==> src/rtl/timer_counter.sv <==
// Memory-mapped down-counting timer with one-shot and auto-reload modes.
// Raises a maskable interrupt when the count expires.
module timer_counter #(
    parameter logic [31:0] BASE_ADDR = 32'h00007f00
) (
    input  logic        clk,
    input  logic        reset,
    input  logic [29:0] addr,
    input  logic        we,
    input  logic [31:0] din,
    output logic [31:0] dout,
    output logic        irq
);

    typedef enum logic [1:0] {
        S_IDLE = 2'b00,
        S_LOAD = 2'b01,
        S_CNT  = 2'b10,
        S_INT  = 2'b11
    } state_t;

    state_t      state_q;
    logic [3:0]  ctrl_q;
    logic [31:0] preset_q;
    logic [31:0] count_q;
    logic        irq_flag_q;

    logic [31:0] byte_addr_s;
    logic        wr_ctrl_s;
    logic        wr_preset_s;
    logic        auto_reload_s;

    assign byte_addr_s   = {addr, 2'b00};
    assign auto_reload_s = (ctrl_q[2:1] == 2'b01);

    // Write decode: only CTRL and PRESET are writable; COUNT is read-only.
    always_comb begin
        wr_ctrl_s   = 1'b0;
        wr_preset_s = 1'b0;
        if (we && (byte_addr_s == BASE_ADDR)) begin
            wr_ctrl_s = 1'b1;
        end else if (we && (byte_addr_s == (BASE_ADDR + 32'd4))) begin
            wr_preset_s = 1'b1;
        end else begin
            wr_ctrl_s   = 1'b0;
            wr_preset_s = 1'b0;
        end
    end

    // Counter FSM and register file; software CTRL writes override FSM updates.
    always_ff @(posedge clk or negedge reset) begin
        if (!reset) begin
            state_q    <= S_IDLE;
            ctrl_q     <= 4'd0;
            preset_q   <= 32'd0;
            count_q    <= 32'd0;
            irq_flag_q <= 1'b0;
        end else begin
            case (state_q)
                S_IDLE: begin
                    if (ctrl_q[0]) begin
                        state_q <= S_LOAD;
                    end
                end
                S_LOAD: begin
                    count_q <= preset_q;
                    state_q <= S_CNT;
                end
                S_CNT: begin
                    if (!ctrl_q[0]) begin
                        state_q <= S_IDLE;
                    end else if (count_q > 32'd1) begin
                        count_q <= count_q - 32'd1;
                    end else begin
                        // A preset of zero lands here too, so it expires like one.
                        count_q    <= 32'd0;
                        irq_flag_q <= 1'b1;
                        state_q    <= S_INT;
                    end
                end
                S_INT: begin
                    state_q <= S_IDLE;
                    if (auto_reload_s) begin
                        irq_flag_q <= 1'b0;
                    end else begin
                        ctrl_q[0] <= 1'b0;
                    end
                end
                default: begin
                    state_q <= S_IDLE;
                end
            endcase

            if (wr_ctrl_s) begin
                ctrl_q     <= din[3:0];
                irq_flag_q <= 1'b0;
            end
            if (wr_preset_s) begin
                preset_q <= din;
            end
        end
    end

    // Read mux, independent of the write strobe.
    always_comb begin
        dout = 32'd0;
        if (byte_addr_s == BASE_ADDR) begin
            dout = {28'd0, ctrl_q};
        end else if (byte_addr_s == (BASE_ADDR + 32'd4)) begin
            dout = preset_q;
        end else if (byte_addr_s == (BASE_ADDR + 32'd8)) begin
            dout = count_q;
        end else begin
            dout = 32'd0;
        end
    end

    assign irq = ctrl_q[3] & irq_flag_q;

endmodule
==> config.mk <==
export PLATFORM = sky130hd
export DESIGN_NAME = timer_counter
export DESIGN_NICKNAME = d
export VERILOG_FILES = /design/src/rtl/timer_counter.sv
export SDC_FILE = /design/constraint.sdc
export NUM_CORES = 1
export LEC_CHECK = 0
export CORE_MARGIN = 3
export CORE_UTILIZATION = 34
export CTS_CLUSTER_SIZE = 12
export DETAILED_ROUTE_END_ITERATION = 8
export HOLD_SLACK_MARGIN = 0.03
export PLACE_DENSITY = 0.58
export SETUP_SLACK_MARGIN = 0.2
export SYNTH_ARGS = -nofsm -noshare
export SYNTH_HDL_FRONTEND = slang
export SYNTH_SLANG_ARGS = --single-unit
==> constraint.sdc <==
create_clock -name clk -period 2.78 [get_ports clk]
set_input_delay 0.556 -clock clk [delete_from_list [all_inputs] [get_ports clk]]
set_output_delay 0.556 -clock clk [all_outputs]
set_load 0.05 [all_outputs]
=== Yosys cells after proc, flatten, opt, wreduce, memory -nomap -nowiden ===
Index checks and enable logic that the tools add are counted.

* Register bits: 71
* Input port bits: 65
* Output and inout port bits: 33

* Bitwise gates (word level): 1
* $add $sub $neg: 1
* Multiplexer cells: 21
* Eq/ne operators: 14
* Order comparisons: 1
* Reductions and logical operators: 10

{| class="wikitable"
|+ Operators by type and width
! operator !! number
|-
| 32-bit 2-to-1 mux || 5
|-
| 30-bit by 13-bit == test with 1-bit output, second input constant || 3
|-
| 32-bit one-hot mux with 2 select lines || 1
|-
| 32-bit by 1-bit greater-than comparator with 1-bit output, second input constant || 1
|-
| 32-bit by 1-bit subtractor with 32-bit output, second input constant || 1
|-
| 3-bit != test, second input constant || 4
|-
| 1-bit 2-to-1 mux || 10
|-
| 2-bit one-hot mux with 4 select lines || 1
|-
| 2-bit 2-to-1 mux || 3
|-
| 2-bit != test, second input constant || 3
|-
| 2-bit AND reduction || 3
|-
| 2-bit by 1-bit == test with 1-bit output, second input constant || 2
|-
| 2-bit == test, second input constant || 2
|-
| 4-bit AND reduction || 1
|-
| 2-bit nonzero test || 2
|-
| 3-bit nonzero test || 1
|-
| 1-bit logical AND || 2
|-
| 2-bit zero test || 1
|-
| 1-bit one-hot mux with 2 select lines || 1
|-
| 1-bit AND || 1
|}

=== Depth between registers and ports, before layout ===
* Depth after elaboration: 5
* Depth in mapped cells: 8
* Mapped depth without buffers: 7

=== Least setup slack after synthesis ===
Ideal clock, no wire load.

* Path kind: input-to-output
* Start point: in addr[13]
* End point: out dout[11]
* Arrival time: 2,506 ps
* Required time: 2,224 ps
* Buffers on the path: 2
* Slack: -282 ps
* Stages: 7
* Cell sequence: or4b_1 -> nor3_1 -> nand2b_1 -> nor2b_1 -> buf_2 -> buf_1 -> a22o_1

* Longest elaborated chain between the ends: 4
* Elaborated cells on any way between the ends: 6
* Classes of those cells: eq/ne (3); mux (3)

{| class="wikitable"
|+ RTL lines
! what !! RTL line !! source
|-
| from (decl) || 8 || <nowiki>input logic [29:0] addr,</nowiki>
|-
| 30-bit by 13-bit == test with 1-bit output || 111 || <nowiki>end else if (byte_addr_s == (BASE_ADDR + 32'd8)) begin</nowiki>
|-
| 32-bit 2-to-1 mux || 111 ||
|-
| 32-bit 2-to-1 mux || 109 || <nowiki>end else if (byte_addr_s == (BASE_ADDR + 32'd4)) begin</nowiki>
|-
| 32-bit 2-to-1 mux (*) || 107 || <nowiki>if (byte_addr_s == BASE_ADDR) begin</nowiki>
|-
| to (decl) || 11 || <nowiki>output logic [31:0] dout,</nowiki>
|}

Mark *: on every way between the ends. The rest lies on a longest branch, timed or not.

=== Worst setup path in the final report ===
* Start point: in addr[4]
* End point: out dout[31]

The elaborated chain is that of the path after synthesis.

==> flow_summary.toml <==
[sta]
worst_slack_ns = -0.191
max_freq_mhz = 337
max-slew-margin-rel = 0.644
rsz0062_at_grt = "yes"
hold_slack_ns = 0.163
period_share = 1.07
hold_violations = 0
fin_skew_ns = 0.00549
period_minus_slack_ns = 2.97
tightest_slew_ns = 0.534
maxSlewViolCount = 0
setup-violations-final = 28

[final_layout]
nets = 600
postLayoutCellArea_mm2 = 0.00685
syn_to_final_growth_pct = 64.8
num_antenna_cells = 0
regArea_mm2 = 0.00178
multi_input_area_mm2 = 0.00264
layout_common_cells = "71 x dfrtp_1, 45 x clkdlybuf4s50_1, 42 x buf_12"
drive_gt1_frac = 0.374
final_util = 0.587
fillCellCount = 938
stdcell_count = 681
final_common_cell = "dfrtp_1"

[power]
power.leakage_nw = 3.26
swShare = 0.215
sequentialPowerShare = 0.460
power_switching_w = 0.000484
pwr-share-clk = 0.483
comb_power_share = 0.057
power_w = 0.00225
power_density_mw_per_mm2 = 328
peakVddDrop_mv = 0.229
p_int_w = 0.00176

[grt]
grt_max_degree = 33
grt_pass1_vias = 4252
grt_pass1_wl_um = 21800
globalRouteOverflowTotal = 0
antenna_found_initial = 0
grt_use_total = 0.206

[min_path]
hold_class = "primary input to async pin"

[yosys]
syn-cell-area_mm2 = 0.00416
netlist.area_leader.share = 0.428
ys_ff_latch = 71
ys_seq_area_frac = 0.428
post_synth.cell_area_avg_um2 = 10.2
netlist_top_cells_area = "dfrtp_1 43%, mux2_2 9.5%, a22o_1 5.9%"
synth_edf_count = 0
syn_inst = 406
async_reset_ff_frac = 1.00
ys.flop_type = "dfrtp_1"
ys_types = 67
syn_nets = 473
synth-warning-count = 0
yosysTopAreaCell = "dfrtp_1"

[cts]
cts_made_buffers = 9
clkTransAtPathRegs_ns = 0.06
clk_latency_ns = 0.34
htree_levels = 3
cts.path.max_buffers = 2
cts_root_buf = "clkbuf_16"
cts_tree = "yes"
clock_sinks = 71

[critical_path]
r2r-start = "count_q[0]$_DFFE_PN0P_"
crit_arrival_ns = 2.41
worstRegToRegCells = 7
r2r_end = "count_q[18]$_DFFE_PN0P_"
crit_fanout = 8
start_kind = "primary input"
endpoint_kind = "primary output"
ff2ff_setup_slack_ns = 0.30
path_class = "primary input to primary output"
required_ns = 2.22

[floorplan]
die-area_mm2 = 0.0136
dieHeight_um = 117
core_mm2 = 0.0117
initial_utilization = 0.356
ioPinCount = 98
rows = 39
die_w_um = 117

[drt]
final_antenna_net_count = 0
wirelength_um = 14200
drc_errors = 0
wl_per_cell_um = 20.9
dr.pass1.iters = 5
vias = 4057
vias_per_cell = 5.96
drt_iter0_markers = 274

[placement]
portBuffers = 97
hpwl_um = 8630
dp_cells = 640
gp_congestion = 0.870
dpl_cell_area_mm2 = 0.00589

[outcome]
status = "finished with violations"
violations = "negative setup slack"

[job]
maxCapViolations = 0
==> cells by family (layout without fill, tap and decap cells) <==
| kind of cell | count (synthesis) | after routing | share of synthesized area |
|---|---|---|---|
| flip-flops | 71 | 71 | 0.428 |
| AND/OR/NAND/NOR | 140 | 140 | 0.205 |
| buffers and inverters | 36 | 168 | 0.0431 |
| multiplexers | 42 | 42 | 0.112 |
| adder cells (fa/ha/maj) | 2 | 2 | 0.00602 |
| AO/OA/AOI/OAI | 115 | 115 | 0.207 |
==> per-stage QoR <==
step	setup slack, ns	setup TNS [ns]
after floorplan	0.127	0
after global placement	-0.325	-13.89
after detailed placement	-0.334	-14.58
after CTS	-0.169	-4.02
after global routing	-0.262	-6.43
final	-0.191	-4.51
==> final cells by class <==
| type | count | share of cell area |
|---|---|---|
| Multi-Input combinational cell | 299 | 0.386 |
| Timing Repair Buffer | 146 | 0.285 |
| Sequential cell | 71 | 0.259 |
| Clock buffer | 12 | 0.0375 |
| Tap cell | 143 | 0.0261 |
| Inverter | 6 | 0.00329 |
| Clock inverter | 4 | 0.00292 |
==> cell usage after synthesis (5+ instances only) <==
cell,count
or4_1,5
nor4_1,8
nor2_1,19
nand2b_1,6
inv_1,5
a21oi_1,11
a31oi_1,10
o211ai_1,7
dfrtp_1,71
o21ai_0,12
buf_2,6
o311ai_0,6
clkbuf_1,11
nand4_1,8
nand3_1,20
nor2b_1,5
nor3_1,6
or3_1,12
a22o_1,28
a22oi_1,15
mux2_2,35
nand2_1,24
mux2i_1,7
buf_1,6
o31ai_1,5
==> flip-flops by register name (all words and copies together) (netlist names) <==
signal and count:
count_q 32, preset_q 32, state_q 2, ctrl_q 4, irq_flag_q 1
==> worst max path at each step <==
stage               startpoint        to  slack (ns)  depth (start not counted)
floorplan              addr[5]   dout[0]        0.13                          4
global placement       addr[6]  dout[31]       -0.33                          7
detailed placement     addr[6]  dout[10]       -0.33                          7
CTS                    addr[3]  dout[14]       -0.17                          9
global route           addr[4]  dout[31]       -0.26                          9
finish                 addr[4]  dout[31]       -0.19                          9
==> power groups by stage <==
stage,Clock (W),Sequential [W],Combinational (W)
6_report,0.00109,0.00103,0.000129
5_1_grt,0.00114,0.00103,0.000140
4_1_cts,0.00109,0.00103,0.000128
3_5_place_dp,0,0.00105,0.000132
3_3_place_gp,0,0.00105,0.000130
2_1_floorplan,0,0.00105,0.00000855
==> what timing repair did <==
action | in CTS | in global routing
hold buffers | 0 | 0
setup endpoints to repair | 64 | 70
pin swaps | 35 | 14
buffers inserted | 13 | 4
gates resized for setup | 66 | 42
cloned | 5 | 3
==> critical path, cell delays in order <==
cell,delay [ns]
buf_6,0.09
or4bb_4,0.54
nor3_4,0.22
buf_4,0.13
and4bb_4,0.30
buf_6,0.16
buf_12,0.14
a22o_4,0.16
buf_12,0.13
==> metal layers <==
| layer | track usage | wire [um] | vias to the layer above |
|---|---|---|---|
| met5 | 0 | 0 | - |
| met2 | 0.349 | 7050 | 187 |
| met4 | 0.0872 | 216 | 0 |
| met1 | 0.258 | 6000 | 2017 |
| met3 | 0.0383 | 949 | 18 |
| li1 | - | - | 1835 |
(Power assumes the default switching activity.)
